--- src/rtl/iic_req_arbiter.sv ---
// Round-robin arbiter and sequencer sharing one I2C master between two clients.
// Latches the winning request, drives the master, and returns status/read data with a watchdog.
module iic_req_arbiter #(
  parameter int unsigned DATA_W      = 8,
  parameter int unsigned TIMEOUT_CYC = 50000,
  parameter int unsigned CNT_W       = 16
) (
  input  logic              i_clk,
  input  logic              i_rst,
  input  logic [1:0]        i_req,
  input  logic [1:0]        i_req_rw,
  input  logic [DATA_W-1:0] i_wdata0,
  input  logic [DATA_W-1:0] i_wdata1,
  output logic [1:0]        o_gnt,
  output logic [1:0]        o_ack,
  output logic              o_err,
  output logic [DATA_W-1:0] o_rdata,
  output logic              o_iic_start,
  output logic              o_iic_RW,
  output logic [DATA_W-1:0] o_iic_W_memory,
  input  logic              i_iic_busy,
  input  logic              i_iic_done,
  input  logic              i_iic_nack,
  input  logic [DATA_W-1:0] i_iic_R_memory
);

  typedef enum logic [1:0] {
    StIdle,
    StIssue,
    StWaitDone,
    StRespond
  } state_e;

  localparam logic [CNT_W-1:0] WdLast = CNT_W'(TIMEOUT_CYC - 1);
  localparam logic [CNT_W-1:0] WdMax  = '1;

  state_e            state_q;
  logic [1:0]        gnt_q;
  logic [1:0]        ack_q;
  logic              err_q;
  logic [DATA_W-1:0] rdata_q;
  logic              start_q;
  logic              rw_q;
  logic [DATA_W-1:0] wmem_q;
  logic              last_q;
  logic [CNT_W-1:0]  wd_q;

  logic              win_d;
  logic              wd_expired;

  // On a tie the client that did not win last time takes the bus.
  always_comb begin
    win_d = 1'b0;
    case (i_req)
      2'b01:   win_d = 1'b0;
      2'b10:   win_d = 1'b1;
      2'b11:   win_d = ~last_q;
      default: win_d = 1'b0;
    endcase
  end

  assign wd_expired = (wd_q >= WdLast);

  always_ff @(posedge i_clk or posedge i_rst) begin
    if (i_rst) begin
      state_q <= StIdle;
      gnt_q   <= 2'b00;
      ack_q   <= 2'b00;
      err_q   <= 1'b0;
      rdata_q <= '0;
      start_q <= 1'b0;
      rw_q    <= 1'b0;
      wmem_q  <= '0;
      last_q  <= 1'b1;
      wd_q    <= '0;
    end else begin
      ack_q <= 2'b00;
      case (state_q)
        StIdle: begin
          if ((|i_req) && !i_iic_busy) begin
            gnt_q   <= win_d ? 2'b10 : 2'b01;
            rw_q    <= i_req_rw[win_d];
            wmem_q  <= win_d ? i_wdata1 : i_wdata0;
            start_q <= 1'b1;
            last_q  <= win_d;
            wd_q    <= '0;
            state_q <= StIssue;
          end
        end
        StIssue, StWaitDone: begin
          if (wd_q != WdMax) begin
            wd_q <= wd_q + CNT_W'(1);
          end
          if (i_iic_done) begin
            start_q <= 1'b0;
            ack_q   <= gnt_q;
            err_q   <= i_iic_nack;
            if (rw_q) begin
              rdata_q <= i_iic_R_memory;
            end
            state_q <= StRespond;
          end else if (wd_expired) begin
            start_q <= 1'b0;
            ack_q   <= gnt_q;
            err_q   <= 1'b1;
            state_q <= StRespond;
          end else if ((state_q == StIssue) && i_iic_busy) begin
            start_q <= 1'b0;
            state_q <= StWaitDone;
          end
        end
        StRespond: begin
          gnt_q   <= 2'b00;
          start_q <= 1'b0;
          state_q <= StIdle;
        end
        default: begin
          gnt_q   <= 2'b00;
          start_q <= 1'b0;
          state_q <= StIdle;
        end
      endcase
    end
  end

  assign o_gnt          = gnt_q;
  assign o_ack          = ack_q;
  assign o_err          = err_q;
  assign o_rdata        = rdata_q;
  assign o_iic_start    = start_q;
  assign o_iic_RW       = rw_q;
  assign o_iic_W_memory = wmem_q;

endmodule

--- config.mk ---
export PLATFORM = sky130hd
export DESIGN_NAME = iic_req_arbiter
export DESIGN_NICKNAME = d
export VERILOG_FILES = /design/src/rtl/iic_req_arbiter.sv
export SDC_FILE = /design/constraint.sdc
export NUM_CORES = 1
export LEC_CHECK = 0
export ABC_AREA = 1
export CORE_MARGIN = 3
export CORE_UTILIZATION = 35
export CTS_CLUSTER_DIAMETER = 40
export DETAILED_ROUTE_END_ITERATION = 10
export SYNTH_ARGS = -nofsm -noshare
export SYNTH_HDL_FRONTEND = slang
export SYNTH_SLANG_ARGS = --single-unit
--- constraint.sdc ---
create_clock -name i_clk -period 1.65 [get_ports i_clk]
set_input_delay 0.2475 -clock i_clk [delete_from_list [all_inputs] [get_ports i_clk]]
set_output_delay 0.2475 -clock i_clk [all_outputs]
set_load 0.03 [all_outputs]
* After elaboration in Yosys (flattened, before gate mapping)
Index checks and enable logic that the tools add are counted.
** Storage, ports and cells
- Bits in writable memories :: 0
- Memory bits (read-only) :: 0
- Bits in latches :: 0
- Flip-flop bits (word level) :: 42
- Output and inout bits :: 23
- Memories :: 0
** Operators by class
- Reduce and logical (&&, ||, !) cells :: 15
- Magnitude comparators :: 2
- $mul :: 0
- Muxes and demuxes :: 25
- Bitwise gates (word level) :: 1
- Equality and inequality tests :: 9
- Div/mod/pow operators :: 0
- Shifts and indexed selects :: 0
- Add/sub/neg operators :: 1
** Operators by type and width (number)
- two-way mux 16 bit :: 2
- case mux 16 bit (2 select lines) :: 1
- two-way mux 2 bit :: 9
- adder 16 x 1 -> 16 bit, second input constant :: 1
- >= comparator 16 bit, second input constant :: 1
- inequality test 16 bit, second input constant :: 1
- equality test 2 bit, second input constant :: 4
- two-way mux 1 bit :: 8
- two-way mux 8 bit :: 1
- AND reduction 2 bit :: 4
- case mux 2 bit (3 select lines) :: 1
- AND reduction 3 bit :: 2
- nonzero test 2 bit :: 3
- inequality test 2 bit, second input constant :: 2
- inequality test 4 bit, second input constant :: 1
- case mux 2 bit (2 select lines) :: 1
- OR reduction 2 bit :: 2
- case mux 1 bit (3 select lines) :: 1
- equality test 2 x 1 -> 1 bit, second input constant :: 1
- logical AND 1 bit :: 2
- logical NOT 2 bit :: 1
- < comparator 1 x 2 -> 1 bit, second input constant :: 1
- case mux 1 bit (2 select lines) :: 1
- logical NOT 1 bit :: 1
- inverter 1 bit :: 1

* Logic depth before layout (Yosys ltp)
Gate-level depths: netlist of the first run.
- Depth in word-level cells :: 6
- Mapped depth :: 11

* Worst setup path after synthesis of the first run
OpenSTA, ideal clock, no wires.
- Path kind :: register to register
- Start point :: reg state_q[0]
- End point :: reg wd_q[0]
- Path slack :: -39 ps
- Data required time :: 1529 ps
- Clock period less this slack :: 1689 ps
- Cell stages (with the launch flop) :: 11
- Arrival :: 1568 ps
- Cell sequence :: dfrtp_1 inv_1 ha_1 buf_2 inv_1 nor2_1 nand4_2 nand2_4 inv_1 nand3_1 o21ai_1
** On the way
- Word-level cells in the longest chain between the ends :: 4
- Elaborated cells between the ends (all ways) :: 9
** Ends and longest elaborated chain
- from (decl) :: line 37 : state_e state_q;
- from (signal assigned) :: line 66 : state_q <= StIdle;
- from (signal assigned) :: line 87 : state_q <= StIssue;
- from (signal assigned) :: line 101 : state_q <= StRespond;
- equality test 2 x 1 -> 1 bit / equality test 2 bit (equally long branches) :: line 78 : case (state_q)
- OR reduction 2 bit :: line 78
- inequality test 2 bit (no line) / nonzero test 2 bit (equally long branches)
- AND reduction 3 bit (no line)
- to (signal assigned) :: line 92 : wd_q <= wd_q + CNT_W'(1);
- to (decl) :: line 46 : logic [CNT_W-1:0] wd_q;
Several ways; a longest one is shown, not always the timed one.
A chain may end at the register's enable or synchronous reset.

* Final worst setup path of the first run
- Start point :: reg wmem_q[3], in the netlist o_iic_W_memory[3]
- End point :: out o_iic_W_memory[3]
** RTL lines
- from (decl) :: line 44 : logic [DATA_W-1:0] wmem_q;
- from (signal assigned) :: line 83 : wmem_q <= win_d ? i_wdata1 : i_wdata0;
- to (decl) :: line 20 : output logic [DATA_W-1:0] o_iic_W_memory,
No word-level cell between the ends.

==> Flow_metrics.wiki, run 1 <==
{| class="wikitable"
! Metric !! Value
|-
| Portion of netlist area occupied by mux cells || 3.90%
|-
| Share of the cycle needed by the critical path after routing || between 90% and 100%
|-
| Half-perimeter wire length of the detailed placement result || around 4200 um
|-
| First DRT Iteration DRCs || a little over 100
|-
| FF-to-FF path depth || 9
|-
| Fin Clk Skew || 0.00706 ns
|-
| First drt pass iteration count || 4
|-
| TritonCTS clock tree || done
|-
| Post-route DRC violation count || 0
|-
| Tmin final || approximately 1.6 ns
|-
| Largest net degree at the start of global routing || between 40 and 50
|-
| Fillers || approximately 600
|-
| Run status || completed
|-
| Clock transition at the register clock pins on the worst setup and hold paths after CTS || 0.09 ns
|-
| Switching power share of the total || ~44%
|-
| Post-Synthesis Cells || approximately 280
|-
| Placement Rows || 28
|-
| Total nets after synthesis || 320
|-
| CP max stage delay || approximately 0.67 ns
|-
| Hold buffer count at CTS || 0
|-
| Util after Layout || 52.0%
|-
| Wire length on met1 || ~2800 um
|-
| Syn. warnings || 0
|-
| P&R area growth vs syn || 38.9%
|-
| WL final || 5770 um
|-
| Top layer in use || met4
|-
| Post-place setup slack || -0.00838 ns
|-
| Number of register bits inferred by synthesis || between 40 and 50
|-
| Worst max-slew margin expressed relative to the limit || between 70% and 80%
|-
| Worst hold path type || input pin to asynchronous set/reset pin
|-
| Number of buffer and inverter stages on the critical path || 1
|-
| Number of global-route vias before repair || between 1500 and 2000
|-
| Library cell with the highest instance count after synthesis || sky130_fd_sc_hd__nand2_1
|-
| Worst hold slack across all endpoints || approximately 0.29 ns
|-
| Count of inserted antenna diode cells || 0
|-
| Number of clock buffers inserted by TritonCTS || 5
|-
| Kind of cell adding the most delay to the critical path || buffers and inverters
|-
| Nets@finish || ~400
|-
| Die Area || between 0.007 and 0.008 sq mm
|-
| CP Class || flop to primary output
|-
| Launch instance of the worst register-to-register path || state_q[1]
|-
| Std-Cell Core Area || between 0.006 and 0.007 sq mm
|-
| Mean post-synth cell area || between 8 and 9 sq um
|-
| Kind of end point of the critical path || primary output
|-
| Top cell type by total area after synthesis || sky130_fd_sc_hd__dfrtp_1
|-
| I/O Pins || 56
|-
| Width of the chip || a little under 90 um
|-
| TritonCTS sink count || 42
|-
| Number of maximum-capacitance constraint violations || 0
|-
| DR vias || roughly 2100
|-
| Global-route wire length before repair || 9250 um
|-
| Clk Tree Root Cell || sky130_fd_sc_hd__clkbuf_8
|-
| Complex-gate fraction of the synthesized area || under 10%
|-
| Most area-consuming cells after synthesis || sky130_fd_sc_hd__dfrtp_1, sky130_fd_sc_hd__nand2_1, sky130_fd_sc_hd__nand3_1, sky130_fd_sc_hd__mux2_2, sky130_fd_sc_hd__nand4_1
|-
| Crit-path max FO || 2
|-
| Clock network power share || a little over an eighth
|-
| Number of distinct standard cells referenced by the synthesized netlist || 31
|-
| Net switching power || about 2.3 mW
|-
| Part of the Yosys area used for sequential elements || a little under half
|-
| Data arrival, critical path || ~1.3 ns
|-
| Global-route usage over all layers || between 10% and 20%
|-
| Power density normalized to cell area || ~1700 mW/mm^2
|-
| Initial Utilization || 37.5%
|-
| Share of flip-flops with an asynchronous set or reset after synthesis || 100%
|-
| Vias per cell || between 4 and 5
|-
| Number of cells on the critical path || 1
|-
| H-tree levels || 2
|-
| Final setup violating endpoints || 0
|-
| Leak Pwr || 1.48 nW
|-
| Cells along the critical path || clkdlybuf4s50_1
|-
| Area fraction in and, or, nand and nor cells after synthesis || about a third
|-
| Detailed route wirelength on metal3 || 211 um
|-
| Fraction of power consumed by combinational cells || about three fifths
|-
| Die height || between 80 and 90 um
|-
| Primary FF master, synth || sky130_fd_sc_hd__dfrtp_1
|-
| Post-Synth XOR/XNOR Area || about 1.5%
|-
| Number of nets with antenna violations after detailed routing || 0
|-
| Share of cells above drive strength 1 || ~16%
|-
| Routed wirelength normalized by instance count || around 13 um
|-
| Number of antenna violations at the first check in global routing || 0
|-
| Relative contribution of sequential cells to total power || about 29%
|-
| Hold Violations, Final || 0
|-
| Later-pin clock latency in the skew report || approximately 0.3 ns
|-
| Number of buffers between clock root and the deepest sink || 2
|-
| Element type at the critical path start || flop
|-
| Dominant combinational cell family by area after synthesis || simple AND/OR/NAND/NOR gates
|-
| Share of Yosys cell area claimed by the top area cell type || ~44%
|-
| Critical path data required time || about 1.4 ns
|-
| Worst Tran Pin Value || a little under 0.4 ns
|-
| Final RePlAce weighted congestion || between 0.8 and 0.9
|-
| Quantity of I/O buffers inserted on ports || 55
|-
| Int Power || roughly 3 mW
|-
| Global route overflow || 0
|-
| Maximum vdd drop || 0.000892 V
|-
| Number of synthesized flops with an enable pin || 0
|-
| Cell Area, Synth || 0.00231 sq mm
|-
| Top cells by instance count after synthesis || sky130_fd_sc_hd__nand2_1, sky130_fd_sc_hd__dfrtp_1, sky130_fd_sc_hd__nand3_1, sky130_fd_sc_hd__inv_1, sky130_fd_sc_hd__nor2_1
|-
| Post-synthesis share of cell area spent on full adders, half adders and majority gates || under 10%
|-
| Worst R2R End || wd_q[4]
|-
| Worst R2R Setup Slack || approximately 0.09 ns
|-
| Peak Freq || ~630 MHz
|-
| Cell with the largest stage delay on the worst path || sky130_fd_sc_hd__clkdlybuf4s50_1
|-
| Max-slew violation count || 0
|-
| Met2 WL post-DR || between 2000 and 3000 um
|-
| Final worst slack || just over 0.06 ns
|}
==> routing by layer <==
metal / vias up / global-route usage, %
li1: 1080 / -
met2: 40 / 23.7
met3: 7 / 3.12
met4: 0 / 4.18
met5: - / 0
met1: 997 / 21.6
==> area by class of cell <==
cell class	instances	area, sq um	area share [%]
clock buffer	5	68.8	2.14
tap	75	93.8	2.92
timing repair buffer	73	732	22.8
clock inverter	3	25.0	0.780
sequential	42	1050	32.8
inverter	24	90.1	2.81
multi-input combinational	207	1150	35.8
==> metrics by stage <==
step,power (mW),std cells,TNS (ns),instance area (sq um)
after floorplan,3.37,281,0,2320
after global placement,4.45,419,0,3060
after detailed placement,4.48,419,-0.0154,3060
after CTS,5.20,427,0,3150
after global routing,5.78,429,-0.124,3210
final,5.37,429,0,3210
==> power groups by stage <==
stage,Combinational (mW),Clock (mW),Sequential (mW)
after floorplan,1.31,0,2.05
after global placement,2.90,0,1.55
after detailed placement,2.92,0,1.56
after CTS,2.93,0.733,1.54
after global routing,3.41,0.781,1.59
final,3.14,0.699,1.54
==> timing repair <==
item,in CTS,in global routing
pin swaps,0,1
buffers inserted,0,1
resized for setup,1,7
setup endpoints to repair,1,38
gates cloned,0,1
==> how the worst max path moves through the flow <==
stage | slack, ns | startpoint | end
finish | 0.06 | o_iic_W_memory[3] | o_iic_W_memory[3]
global route | -0.03 | state_q[1] | wd_q[12]
CTS | 0.0008 | state_q[1] | wd_q[11]
detailed placement | -0.008 | i_req[1] | o_iic_W_memory[1]
global placement | 0.02 | i_req[1] | wd_q[8]
floorplan | 0.03 | state_q[0] | wd_q[1]
==> state kept, by name, summed over array words and instances (netlist names) <==
| register | flops |
|---|---|
| wd_q | 16 |
| o_iic_W_memory | 8 |
| o_rdata | 8 |
| o_ack | 2 |
| o_gnt | 2 |
| state_q | 2 |
| last_q | 1 |
| o_err | 1 |
| o_iic_RW | 1 |
| o_iic_start | 1 |
==> layout by cell type (no fill, tap or decap), types with 2 or more instances in the layout <==
| cell | count |
|---|---|
| sky130_fd_sc_hd__clkbuf_8 | 5 |
| sky130_fd_sc_hd__nand2_1 | 75 |
| sky130_fd_sc_hd__nand4_1 | 14 |
| sky130_fd_sc_hd__buf_12 | 2 |
| sky130_fd_sc_hd__a21oi_1 | 5 |
| sky130_fd_sc_hd__ha_1 | 5 |
| sky130_fd_sc_hd__o21ai_1 | 6 |
| sky130_fd_sc_hd__inv_1 | 20 |
| sky130_fd_sc_hd__nor2_2 | 2 |
| sky130_fd_sc_hd__mux2_2 | 8 |
| sky130_fd_sc_hd__nand3_1 | 40 |
| sky130_fd_sc_hd__dlymetal6s2s_1 | 2 |
| sky130_fd_sc_hd__o21bai_1 | 2 |
| sky130_fd_sc_hd__nand2_2 | 2 |
| sky130_fd_sc_hd__o21ai_0 | 3 |
| sky130_fd_sc_hd__or2_2 | 2 |
| sky130_fd_sc_hd__xor2_1 | 4 |
| sky130_fd_sc_hd__dfrtp_1 | 41 |
| sky130_fd_sc_hd__inv_2 | 3 |
| sky130_fd_sc_hd__buf_4 | 15 |
| sky130_fd_sc_hd__o21ai_2 | 6 |
| sky130_fd_sc_hd__nor2_1 | 22 |
| sky130_fd_sc_hd__clkdlybuf4s50_1 | 52 |
==> logic make-up (layout without fill, tap and decap cells) <==
family / count (synthesis) / in the layout
AOI/OAI and AO/OA: 24 / 24
DFF: 42 / 42
and+or+nand+nor: 165 / 165
adders and majority gates: 6 / 6
muxes: 8 / 8
xor gates and xnor gates: 4 / 4
buffers and inverters: 32 / 105
Note: power is estimated with default switching activity, not from simulation.
==> run 2, diff against run 1 <==
--- a/config.mk
+++ b/config.mk
@@ -10,6 +10,7 @@
 export CORE_UTILIZATION = 35
 export CTS_CLUSTER_DIAMETER = 40
 export DETAILED_ROUTE_END_ITERATION = 10
+export SLEW_MARGIN = 20
 export SYNTH_ARGS = -nofsm -noshare
 export SYNTH_HDL_FRONTEND = slang
 export SYNTH_SLANG_ARGS = --single-unit
==> constraint.sdc (replaced) <==
create_clock -name i_clk -period 2 [get_ports i_clk]
set_input_delay 0.3 -clock i_clk [delete_from_list [all_inputs] [get_ports i_clk]]
set_output_delay 0.3 -clock i_clk [all_outputs]
set_load 0.03 [all_outputs]
==> Flow_metrics.wiki, run 2 (synthesis results as in run 1) <==
{| class="wikitable"
! Metric !! Value
|-
| Share of the cycle needed by the critical path after routing || 91.3%
|-
| Critical path data required time || 2.24 ns (+0.84 ns)
|-
| Die height || 87.2 um (unchanged)
|-
| Final setup violating endpoints || 0 (unchanged)
|-
| Wire length on met1 || 2690 um (-3.5%)
|-
| Total negative setup slack || 0 ns (unchanged)
|-
| Clock transition at the register clock pins on the worst setup and hold paths after CTS || 0.09 ns (about the same)
|-
| Post-CTS Repair Setup Buffers || 0 (unchanged)
|-
| First DRT Iteration DRCs || 98 (-4.9%)
|-
| Number of clock buffers inserted by TritonCTS || 5 (unchanged)
|-
| Top layer in use || met4
|-
| Clk Tree Root Cell || sky130_fd_sc_hd__clkbuf_8
|-
| Vias per cell || 4.74 (-4.3%)
|-
| Detailed route wirelength on metal3 || 231 um (+9.5%)
|-
| Later-pin clock latency in the skew report || 0.30 ns (about the same)
|-
| Register containing the most flip-flops in the final layout || wd_q
|-
| First drt pass iteration count || 4 (unchanged)
|-
| Hold buffer count at CTS || 0 (unchanged)
|-
| Flip-flop count of the largest register after layout || 16 (unchanged)
|-
| Worst Tran Pin Value || 0.397 ns (+0.00227 ns)
|-
| Die Area || 0.00761 sq mm (unchanged)
|-
| Global-route usage over all layers || 14.8% (-0.45 points)
|-
| P&R area growth vs syn || 34.4%
|-
| TritonCTS sink count || 42 (unchanged)
|-
| Kind of end point of the critical path || flop
|-
| Placement Rows || 28 (unchanged)
|-
| Util after Layout || 50.3% (-1.7 points)
|-
| Leak Pwr || 1.40 nW (-5.4%)
|-
| Crit-path max FO || 21 (+19)
|-
| Global-route wire length before repair || 8980 um (-2.9%)
|-
| TritonCTS clock tree || done
|-
| Data arrival, critical path || 2.06 ns (+0.72 ns)
|-
| Fin Clk Skew || 0.0128 ns (+0.00573 ns)
|-
| Maximum vdd drop || 0.000788 V (-12%)
|-
| Max-slew violation count || 0 (unchanged)
|-
| Global route overflow || 0 (unchanged)
|-
| H-tree levels || 2 (unchanged)
|-
| Number of global-route vias before repair || 1867 (-4.6%)
|-
| Number of antenna violations at the first check in global routing || 0 (unchanged)
|-
| Width of the chip || 87.2 um (unchanged)
|-
| Number of maximum-capacitance constraint violations || 0 (unchanged)
|-
| Worst hold path type || input pin to asynchronous set/reset pin
|-
| Leading cell type in the layout, fill and taps excluded || sky130_fd_sc_hd__nand2_1
|-
| Element type at the critical path start || flop
|-
| Number of nets with antenna violations after detailed routing || 0 (unchanged)
|-
| Number of instances resized during post-cts repair || 0 (-1)
|-
| Number of buffers between clock root and the deepest sink || 2 (unchanged)
|-
| Power density normalized to cell area || 1330 mW/mm^2 (-21%)
|-
| Fillers || 594 (-0.17%)
|-
| Largest net degree at the start of global routing || 43 (unchanged)
|-
| Half-perimeter wire length of the detailed placement result || 4030 um (-4.0%)
|-
| Met2 WL post-DR || 2470 um (-8.5%)
|-
| I/O Pins || 56 (unchanged)
|-
| Count of inserted antenna diode cells || 0 (unchanged)
|-
| DR vias || 2000 (-5.8%)
|-
| Std-Cell Core Area || 0.00617 sq mm (unchanged)
|-
| Post-route DRC violation count || 0 (unchanged)
|-
| Tmin final || between 1.5 and 2 ns
|-
| Quantity of I/O buffers inserted on ports || 55 (unchanged)
|-
| Hold Violations, Final || 0 (unchanged)
|-
| Share of cells above drive strength 1 || 12.4% (-4.0 points)
|-
| Final RePlAce weighted congestion || 0.823 (+0.22%)
|-
| Leading cell types in the layout, fill and taps excluded || sky130_fd_sc_hd__nand2_1, sky130_fd_sc_hd__clkdlybuf4s50_1, sky130_fd_sc_hd__dfrtp_1
|-
| Routed wirelength normalized by instance count || 13.0 um (-3.6%)
|-
| CP Class || flop to flop
|-
| Worst max-slew margin expressed relative to the limit || 73.5% (-0.15 points)
|-
| Initial Utilization || 37.5% (unchanged)
|-
| Run status || completed
|-
| Peak Freq || approximately 550 MHz
|-
| WL final || 5470 um (-5.2%)
|-
| Nets@finish || 385 (-1.8%)
|}
[run 2: cell types whose count changed in the layout (fill, tap and decap cells not counted), moves of 2 or more]
| cell | before | now |
|---|---|---|
| sky130_fd_sc_hd__inv_2 | 3 | 0 |
| sky130_fd_sc_hd__buf_4 | 15 | 9 |
| sky130_fd_sc_hd__nand2_2 | 2 | 0 |
| sky130_fd_sc_hd__nand2_1 | 75 | 77 |
| sky130_fd_sc_hd__clkdlybuf4s50_1 | 52 | 55 |
| sky130_fd_sc_hd__inv_1 | 20 | 22 |
| sky130_fd_sc_hd__dlymetal6s2s_1 | 2 | 0 |
[run 2: stage by stage]
step / total power [mW] / worst slack [ns] / instance area [sq um] / instances / hold WS (ns)
after floorplan: 2.74 / 0.311 / 2310 / 281 / 0.448
after global placement: 3.50 / 0.212 / 2980 / 410 / 0.461
after detailed placement: 3.53 / 0.179 / 2980 / 410 / 0.466
after CTS: 4.12 / 0.146 / 3070 / 418 / 0.338
after global routing: 4.43 / -0.00857 / 3100 / 422 / 0.353
final: 4.12 / 0.174 / 3100 / 422 / 0.332
[run 2: critical path: stages, from the launching register on]
cell	delay, ns
sky130_fd_sc_hd__dfrtp_1	0.40
sky130_fd_sc_hd__inv_1	0.10
sky130_fd_sc_hd__ha_1	0.37
sky130_fd_sc_hd__inv_1	0.15
sky130_fd_sc_hd__nor2_1	0.16
sky130_fd_sc_hd__nand4_2	0.14
sky130_fd_sc_hd__nand2_4	0.14
sky130_fd_sc_hd__buf_12	0.16
sky130_fd_sc_hd__nand2_1	0.06
sky130_fd_sc_hd__o21ai_1	0.07
[run 2: worst paths after layout]
| kind | from | end | slack, ns | cells after the start |
|---|---|---|---|---|
| max | state_q[1] | wd_q[11] | 0.17 | 9 |
| max reg2reg | state_q[1] | wd_q[11] | 0.17 | 9 |
| max in group asynchronous | i_rst | last_q | 1.40 | 3 |
| min in group i_clk | last_q | last_q | 0.47 | 2 |
| min reg2reg | last_q | last_q | 0.47 | 2 |
| min | i_rst | o_ack[1] | 0.33 | 3 |
[run 2: final cells by class]
cell class	instances	area [sq um]	area share (%)
clock buffers	5	68.8	2.22
clock inverters	3	23.8	0.766
inverters	24	90.1	2.90
multi-input cells	207	1120	36.0
flip-flops and latches	42	1050	33.9
well taps	75	93.8	3.02
repair buffers	66	658	21.2
[run 2: routing by layer]
metal,track usage [%],vias up
met5,0,-
met4,5.58,0
met3,2.46,7
met2,21.7,35
met1,21.8,897
li1,-,1061
[run 2: power breakdown]
part	internal, mW	switching, mW
Combinational	0.931	1.35
Sequential	1.12	0.151
Clock	0.250	0.322
